--- src/rtl/vc_weighted_arbiter_pkg.sv ---
// Shared definitions for the weighted VC arbiter: turn encoding, destination
// bit position and the saturating grant-counter helper.
package vc_weighted_arbiter_pkg;

  // Whose turn it is to be served first.
  typedef enum logic {
    PREF_VC0 = 1'b0,
    PREF_VC1 = 1'b1
  } arb_state_e;

  // Word bit that selects the destination FIFO (0 -> D0, 1 -> D1).
  localparam int DEST_BIT = 4;

  // Width of the consecutive-grant counter (weights are 1..15).
  localparam int CNT_W = 4;

  // Increment a grant counter, saturating at the VC's weight.
  function automatic logic [CNT_W-1:0] sat_inc(input logic [CNT_W-1:0] cnt,
                                               input logic [CNT_W-1:0] lim);
    logic [CNT_W-1:0] res;
    if (cnt >= lim) begin
      res = lim;
    end else begin
      res = cnt + 4'd1;
    end
    return res;
  endfunction

endpackage

--- src/rtl/vc_weighted_arbiter_grant_fsm.sv ---
// Turn/run-length tracker and pop decoder for the two virtual channels.
// Pops are combinational; the turn and grant counter are registered.
module vc_grant_fsm
  import vc_weighted_arbiter_pkg::*;
#(
  parameter int VC0_WEIGHT = 3,
  parameter int VC1_WEIGHT = 1
) (
  input  logic clk,
  input  logic reset,
  input  logic active_in,
  input  logic vc0_empty,
  input  logic vc1_empty,
  input  logic d0_afull,
  input  logic d1_afull,
  output logic vc0_pop,
  output logic vc1_pop
);

  localparam logic [CNT_W-1:0] W0 = CNT_W'(VC0_WEIGHT);
  localparam logic [CNT_W-1:0] W1 = CNT_W'(VC1_WEIGHT);

  arb_state_e       r_state;
  arb_state_e       w_state_nxt;
  logic [CNT_W-1:0] r_cnt;
  logic [CNT_W-1:0] w_cnt_nxt;
  logic [CNT_W:0]   w_cnt_inc;
  logic             w_may_pop;
  logic             w_pop0;
  logic             w_pop1;

  // Turn and consecutive-grant counter registers.
  always_ff @(posedge clk or negedge reset) begin
    if (!reset) begin
      r_state <= PREF_VC0;
      r_cnt   <= 4'd0;
    end else begin
      r_state <= w_state_nxt;
      r_cnt   <= w_cnt_nxt;
    end
  end

  // Grant decision: serve the preferred VC, fall back to the other when it is empty.
  always_comb begin
    w_state_nxt = r_state;
    w_cnt_nxt   = r_cnt;
    w_pop0      = 1'b0;
    w_pop1      = 1'b0;
    // Reset also blocks pops so nothing is consumed while the pipeline is held.
    w_may_pop   = reset & active_in & ~d0_afull & ~d1_afull;
    w_cnt_inc   = {1'b0, r_cnt} + 5'd1;
    case (r_state)
      PREF_VC0: begin
        if (w_may_pop && !vc0_empty) begin
          w_pop0 = 1'b1;
          if ((w_cnt_inc >= {1'b0, W0}) && !vc1_empty) begin
            w_state_nxt = PREF_VC1;
            w_cnt_nxt   = 4'd0;
          end else begin
            w_cnt_nxt = sat_inc(r_cnt, W0);
          end
        end else if (w_may_pop && !vc1_empty) begin
          w_pop1      = 1'b1;
          w_state_nxt = PREF_VC1;
          w_cnt_nxt   = 4'd1;
        end else begin
          w_state_nxt = r_state;
          w_cnt_nxt   = r_cnt;
        end
      end
      PREF_VC1: begin
        if (w_may_pop && !vc1_empty) begin
          w_pop1 = 1'b1;
          if ((w_cnt_inc >= {1'b0, W1}) && !vc0_empty) begin
            w_state_nxt = PREF_VC0;
            w_cnt_nxt   = 4'd0;
          end else begin
            w_cnt_nxt = sat_inc(r_cnt, W1);
          end
        end else if (w_may_pop && !vc0_empty) begin
          w_pop0      = 1'b1;
          w_state_nxt = PREF_VC0;
          w_cnt_nxt   = 4'd1;
        end else begin
          w_state_nxt = r_state;
          w_cnt_nxt   = r_cnt;
        end
      end
      default: begin
        w_state_nxt = PREF_VC0;
        w_cnt_nxt   = 4'd0;
      end
    endcase
  end

  assign vc0_pop = w_pop0;
  assign vc1_pop = w_pop1;

endmodule

--- src/rtl/vc_weighted_arbiter.sv ---
// Weighted round-robin arbiter between the VC0/VC1 FIFOs and the D0/D1 FIFOs.
// Pop in cycle N, FIFO read data sampled in N+1, push visible in N+2.
module vc_weighted_arbiter
  import vc_weighted_arbiter_pkg::*;
#(
  parameter int data_width = 6,
  parameter int VC0_WEIGHT = 3,
  parameter int VC1_WEIGHT = 1
) (
  input  logic                  clk,
  input  logic                  reset,
  input  logic                  active_in,
  input  logic                  vc0_empty,
  input  logic                  vc1_empty,
  input  logic [data_width-1:0] vc0_data,
  input  logic [data_width-1:0] vc1_data,
  input  logic                  d0_afull,
  input  logic                  d1_afull,
  output logic                  vc0_pop,
  output logic                  vc1_pop,
  output logic [data_width-1:0] data_out,
  output logic                  push_d0,
  output logic                  push_d1,
  output logic                  arb_idle
);

  logic                  w_vc0_pop;
  logic                  w_vc1_pop;
  logic                  w_any_pop;
  logic [data_width-1:0] w_word;
  logic                  r_s1_valid;
  logic                  r_s1_src;
  logic [data_width-1:0] r_data;
  logic                  r_push_d0;
  logic                  r_push_d1;
  logic                  r_arb_idle;

  vc_grant_fsm #(
    .VC0_WEIGHT (VC0_WEIGHT),
    .VC1_WEIGHT (VC1_WEIGHT)
  ) u_grant_fsm (
    .clk       (clk),
    .reset     (reset),
    .active_in (active_in),
    .vc0_empty (vc0_empty),
    .vc1_empty (vc1_empty),
    .d0_afull  (d0_afull),
    .d1_afull  (d1_afull),
    .vc0_pop   (w_vc0_pop),
    .vc1_pop   (w_vc1_pop)
  );

  assign w_any_pop = w_vc0_pop | w_vc1_pop;
  // Read data of the VC popped last cycle.
  assign w_word    = r_s1_src ? vc1_data : vc0_data;

  // Stage 1: remember that a word is in flight and which VC it comes from.
  always_ff @(posedge clk or negedge reset) begin
    if (!reset) begin
      r_s1_valid <= 1'b0;
      r_s1_src   <= 1'b0;
    end else begin
      r_s1_valid <= w_any_pop;
      r_s1_src   <= w_vc1_pop;
    end
  end

  // Stage 2: register the word, steer the push by its destination bit, track idle.
  always_ff @(posedge clk or negedge reset) begin
    if (!reset) begin
      r_data     <= '0;
      r_push_d0  <= 1'b0;
      r_push_d1  <= 1'b0;
      r_arb_idle <= 1'b1;
    end else begin
      r_push_d0  <= r_s1_valid & ~w_word[DEST_BIT];
      r_push_d1  <= r_s1_valid &  w_word[DEST_BIT];
      r_arb_idle <= ~w_any_pop & ~r_s1_valid;
      if (r_s1_valid) begin
        r_data <= w_word;
      end else begin
        r_data <= r_data;
      end
    end
  end

  assign vc0_pop  = w_vc0_pop;
  assign vc1_pop  = w_vc1_pop;
  assign data_out = r_data;
  assign push_d0  = r_push_d0;
  assign push_d1  = r_push_d1;
  assign arb_idle = r_arb_idle;

endmodule
--- config.mk ---
export PLATFORM = sky130hd
export DESIGN_NAME = vc_weighted_arbiter
export DESIGN_NICKNAME = d
export VERILOG_FILES = /design/src/rtl/vc_weighted_arbiter_pkg.sv /design/src/rtl/vc_weighted_arbiter_grant_fsm.sv /design/src/rtl/vc_weighted_arbiter.sv
export SDC_FILE = /design/constraint.sdc
export NUM_CORES = 1
export LEC_CHECK = 0
export ABC_AREA = 1
export CAP_MARGIN = 20
export CORE_UTILIZATION = 40
export CTS_CLUSTER_DIAMETER = 80
export DETAILED_ROUTE_END_ITERATION = 7
export PLACE_DENSITY = 0.74
export SLEW_MARGIN = 10
export SYNTH_ARGS = -nofsm -noshare
export SYNTH_HDL_FRONTEND = slang
export SYNTH_SLANG_ARGS = --single-unit
export TNS_END_PERCENT = 100
--- constraint.sdc ---
create_clock -name clk -period 1.54 [get_ports clk]
set_input_delay 0.308 -clock clk [delete_from_list [all_inputs] [get_ports clk]]
set_output_delay 0.308 -clock clk [all_outputs]
set_load 0.05 [all_outputs]
# Word-level counts from Yosys, hierarchy flattened
# Cells that the tools add are included.
[op_classes]
addsub = 2
bitwise_logic = 13
n_mux = 22
eq_ne = 2
order_cmp = 4
n_reduce_logical = 7
[op_table]
columns = ["operator", "count"]
rows = [
  ["$mux 4", 8],
  ["$mux 1", 9],
  ["$pmux 4 s2", 1],
  ["$and 1x1->1", 6],
  ["$mux 6", 1],
  ["$not 1->1", 6],
  ["$pmux 1 s2", 3],
  ["$add 4x1->5 const B", 1],
  ["$ge 5x1->1 const B", 1],
  ["$ge 5x2->1 const B", 1],
  ["$add 4x1->4 const B", 1],
  ["$ge 4x1->1 const B", 1],
  ["$ge 4x2->1 const B", 1],
  ["$logic_and 1x1->1", 4],
  ["$ne 3x1->1 const B", 1],
  ["$ne 3x3->1 const B", 1],
  ["$logic_not 1->1", 2],
  ["$reduce_and 2->1", 1],
  ["$or 1x1->1", 1],
]
[word_totals]
ff_bits = 16
out_inout_bits = 11
in_bits = 19
wordCells = 58

# Depth between registers and ports, before layout
# Gate-level depths: netlist (run 1).
[depth]
depth_word = 10
mapped_depth = 11
depth_no_buf = 11

# Cells and area by module
# Synthesis (run 1) repeated with hierarchy kept, for this count alone.
[unflattened]
cells_unflattened = 138
hier_area_um2 = 985.9
[modules_own_cells]
columns = ["module", "cells_per_inst", "area_each_um2", "instances", "seq_area_each_um2"]
rows = [
  ["vc_grant_fsm", 78, 503.0, 1, 125.1],
  ["vc_weighted_arbiter", 60, 483.0, 1, 276.5],
]

# Worst setup path after synthesis (run 1)
# Ideal clock, no wire load.
[synth_path]
kind = "input port to output port"
from = "input port d0_afull"
to = "output port vc1_pop"
slack_ns = -0.261
arrival_time_ns = 1.493
stages = 5
t_required_ns = 1.232
n_path_buf = 0
cell_sequence = "nor2_1 > nand2_1 > nor2_1 > inv_1 > a21oi_1"
[synth_via]
elab_chain_len = 7
elab_cells_between_ends = 8
cone_classes = "mux (3); bitwise (3); reduce/logical (2)"
[synth_rtl]
columns = ["element", "line", "source"]
rows = [
  ["start, declared", "vc_weighted_arbiter.sv:17", "input logic d0_afull,"],
  ["$not 1->1 *", "vc_weighted_arbiter_grant_fsm.sv:50", "w_may_pop = reset & active_in & ~d0_afull & ~d1_afull;"],
  ["$and 1x1->1 * (2 in a row)", "vc_weighted_arbiter_grant_fsm.sv:50", ""],
  ["$logic_and 1x1->1", "vc_weighted_arbiter_grant_fsm.sv:62, vc_weighted_arbiter_grant_fsm.sv:72", ""],
  ["$mux 1", "vc_weighted_arbiter_grant_fsm.sv:62, vc_weighted_arbiter_grant_fsm.sv:72", ""],
  ["$mux 1", "vc_weighted_arbiter_grant_fsm.sv:54", "if (w_may_pop && !vc0_empty) begin"],
  ["$pmux 1 s2 *", "vc_weighted_arbiter_grant_fsm.sv:52", "case (r_state)"],
  ["end, declared", "vc_weighted_arbiter.sv:20", "output logic vc1_pop,"],
]
# Every way passes the cells marked *; elsewhere a longest branch is shown, timed or not.

# Worst setup path after layout (run 1)
[layout_path]
from = "register u_grant_fsm.r_cnt[0]"
to = "register u_grant_fsm.r_cnt[1]"
[layout_via]
elab_chain_len = 6
elab_cells_between_ends = 15
cone_classes = "add/sub (2); order compare (4); mux (7); reduce/logical (2)"
[layout_rtl]
columns = ["element", "line", "source"]
rows = [
  ["start, declared", "vc_weighted_arbiter_grant_fsm.sv:25", "logic [CNT_W-1:0] r_cnt;"],
  ["start signal, assigned", "vc_weighted_arbiter_grant_fsm.sv:39", "r_cnt <= w_cnt_nxt;"],
  ["$add 4x1->5", "vc_weighted_arbiter_grant_fsm.sv:51", "w_cnt_inc = {1'b0, r_cnt} + 5'd1;"],
  ["$ge 5x1->1 / $ge 5x2->1 (equally long branches)", "vc_weighted_arbiter_grant_fsm.sv:74, vc_weighted_arbiter_grant_fsm.sv:56", ""],
  ["$logic_and 1x1->1, on equally long branches", "vc_weighted_arbiter_grant_fsm.sv:74, vc_weighted_arbiter_grant_fsm.sv:56", ""],
  ["$mux 4, on equally long branches", "vc_weighted_arbiter_grant_fsm.sv:74, vc_weighted_arbiter_grant_fsm.sv:56", ""],
  ["$mux 4, on equally long branches", "vc_weighted_arbiter_grant_fsm.sv:72, vc_weighted_arbiter_grant_fsm.sv:54", ""],
  ["$pmux 4 s2 *", "vc_weighted_arbiter_grant_fsm.sv:52", ""],
]
# Marked as above.
# A chain may end at the register's enable or synchronous reset.

==> qor.yml, run 1 <==
critical_path:
  critical_path_class: "reg2reg"
  critPathRequiredTime_ns: 1.76
  reg2reg_from: "u_grant_fsm.r_cnt[0]"
  cp_slowest_cell: "dfrtp_2"
  worstSetupEndpointType: "register"
  crit_family: "simple AND/OR/NAND/NOR gates"
  path_cells: "buf_6 > buf_4 > nand3_2 > nand2_1 > nand2_2 > nand4_4 > nand2_2 > nand2_2 > nand2_1 > nand2_1 > nand2_1"
  cp.arrival_ns: 1.74
  crit_top_cell: "nand2_1"
  crit_buf_inv: 2
  startpoint: "u_grant_fsm.r_cnt[0]"
  startpoint_type: "register"
  cpPeakStageDelay_ns: 0.47
  path_max_fanout: 4
layout:
  final_cell_mix: "buf_4 (25), nand2_1 (20), nor2_1 (13)"
  final_common_cell: "buf_4"
  n_antenna_cell: 0
  drive_above_1_share: 0.473
  num-nets-final: 207
  area_growth_pct: 85.1
  final_util: 0.781
clocking:
  ctsHtreeMaxLevel: 1
  cts_buffers: 3
  cts_tree: "yes"
  clk_pin_slew_worst_paths_ns: 0.09
  clockRootBuffer: "clkbuf_4"
  clk_latency_ns: 0.28
  cts_max_path_buffers: 2
  cts_sinks: 16
yosys:
  synth_warnings: 0
  avgSynthCellArea_um2: 7.52
  seq_area_frac_synth: 0.434
  syn_inst: 123
  synth-main-ff-cell: "dfrtp_1"
  synth-edff-count: 0
  ys_seq_elements: 16
  synth.distinct_cells: 19
  syn-cell-area_um2: 925
  async_reset_ff_frac: 1.00
  synth.net_count: 147
timing:
  rsz0062_at_grt: "true"
  setup_tns_ns: 0
  period_needed_ns: 1.52
  slew_headroom: 0.817
  fin_skew_ns: 0.00130
  hold_viol: 0
  fmax_mhz: 659
  fin_ws_ns: 0.0215
  slew_violations: 0
  worst_pin_slew_ns: 0.272
  period_share: 0.986
  setup_viol: 0
power:
  vdd_drop_max_uv: 684
  total_power_mw: 1.73
  power_density_nw_per_um2: 1010
  leakage_nw: 0.837
placed_design:
  routabilityCongestion: 0.832
  portBuffers: 29
  dp_slack_ns: -0.308
  place_hpwl_um: 1730
status:
  status: "finished, final reports clean"
detailed_routing:
  initialDrtViolationCount: 20
  route.detailed.drc: 0
  viasPerCell: 4.87
  ant_nets: 0
  first_pass_iters: 4
  post_drt_wl_per_cell_um: 12.5
  dr_total_vias: 1022
  wl_um: 2630
grt:
  grtUsageTotal: 0.203
  first_global_vias: 906
  grt_remaining_overflow: 0
  grt_max_degree: 17
  grt_pass1_wl_um: 3730
  antenna_found_initial: 0
hold_path:
  hold_class: "in2reg"
  hp-start: "vc0_empty"
die:
  core_um2: 2190
  die_h_um: 50.1
  rows: 17
  die_w_um: 50.1
  die_area_um2: 2510
  ios: 30
  floorplan.initialDensity: 0.422
run:
  maxCapViolCount: 0
## registers in the layout, summed over array words and instances (netlist names)
name	count
u_grant_fsm.r_state	1
push_d1	1
push_d0	1
arb_idle	1
r_s1_src	1
u_grant_fsm.r_cnt	4
data_out	6
r_s1_valid	1
## power by group
group	leakage [nW]	internal [mW]	switching, mW
sequential	0.199	0.492	0.0914
combinational	0.617	0.429	0.453
clock	0.0210	0.144	0.123
## worst paths after layout
path,slack [ns],endpoint,cells after the start
max,0.02,u_grant_fsm.r_cnt[1],11
min,0.49,u_grant_fsm.r_state,5
max reg2reg,0.02,u_grant_fsm.r_cnt[1],11
min reg2reg,0.54,arb_idle,1
max in group asynchronous,0.76,arb_idle,3
min in group asynchronous,0.54,r_s1_src,3
## worst min-delay path: stages
cell and delay (ns):
dlymetal6s2s_1 0.14, nor2_2 0.06, inv_2 0.08, nand3_2 0.08, nand3_2 0.06
## logic make-up after synthesis
group                    Yosys count  synth area share
AO/OA/AOI/OAI                     14            0.0771
flip-flops                        16             0.434
buffers and inverters             20            0.0812
adder cells (fa/ha/maj)            5            0.0677
AND/OR/NAND/NOR                   68             0.340
## repair_timing
item / 4_1_cts / 5_1_grt
setup buffers: 9 / 5
endpoints found under the setup margin: 4 / 6
hold buffers: 0 / 1
pin swaps: 6 / 24
gates resized for setup: 16 / 36
endpoints found under the hold margin: 0 / 15
## stage by stage
stage	std cells	hold WS [ns]	area, µm²
after floorplan	123	0.0124	931
after global placement	191	0.510	1420
after detailed placement	191	0.524	1420
after CTS	204	0.0960	1540
after global routing	210	0.525	1710
final	210	0.490	1710
## cell type report
class | count | area (µm²)
Timing Repair Buffer | 55 | 572
Inverter | 20 | 77.6
Fill cell | 149 | 479
Clock buffer | 4 | 36.3
Tap cell | 28 | 35.0
Multi-Input combinational cell | 87 | 586
Sequential cell | 16 | 405
## cells in the mapped netlist (2+ instances only)
master	n	area (µm²)
o21ai_0	11	55.1
ha_1	5	62.6
nand2_1	26	97.6
nor2_1	18	67.6
nand3_1	12	60.1
a21oi_1	2	10.0
inv_1	17	63.8
inv_2	3	11.3
dfrtp_1	15	375
nand2_2	5	31.3
## routing by layer
metal,part of all wire,up-vias,GRT usage,routed length [µm]
li1,-,510,-,-
met1,0.38,460,0.221,1000
met2,0.51,44,0.358,1350
met3,0.075,8,0.0401,197
met4,0.032,0,0.119,85
met5,0,-,0,0
(Power assumes the default switching activity.)
==> run 2, diff against run 1 <==
--- a/config.mk
+++ b/config.mk
@@ -6,10 +6,10 @@
 export NUM_CORES = 1
 export LEC_CHECK = 0
 export ABC_AREA = 1
-export CAP_MARGIN = 20
 export CORE_UTILIZATION = 40
 export CTS_CLUSTER_DIAMETER = 80
 export DETAILED_ROUTE_END_ITERATION = 7
+export HOLD_SLACK_MARGIN = 0.02
 export PLACE_DENSITY = 0.74
 export SLEW_MARGIN = 10
 export SYNTH_ARGS = -nofsm -noshare
==> results of run 2 <==
No change in the layout: final DEF, timing and power equal those of run 1.
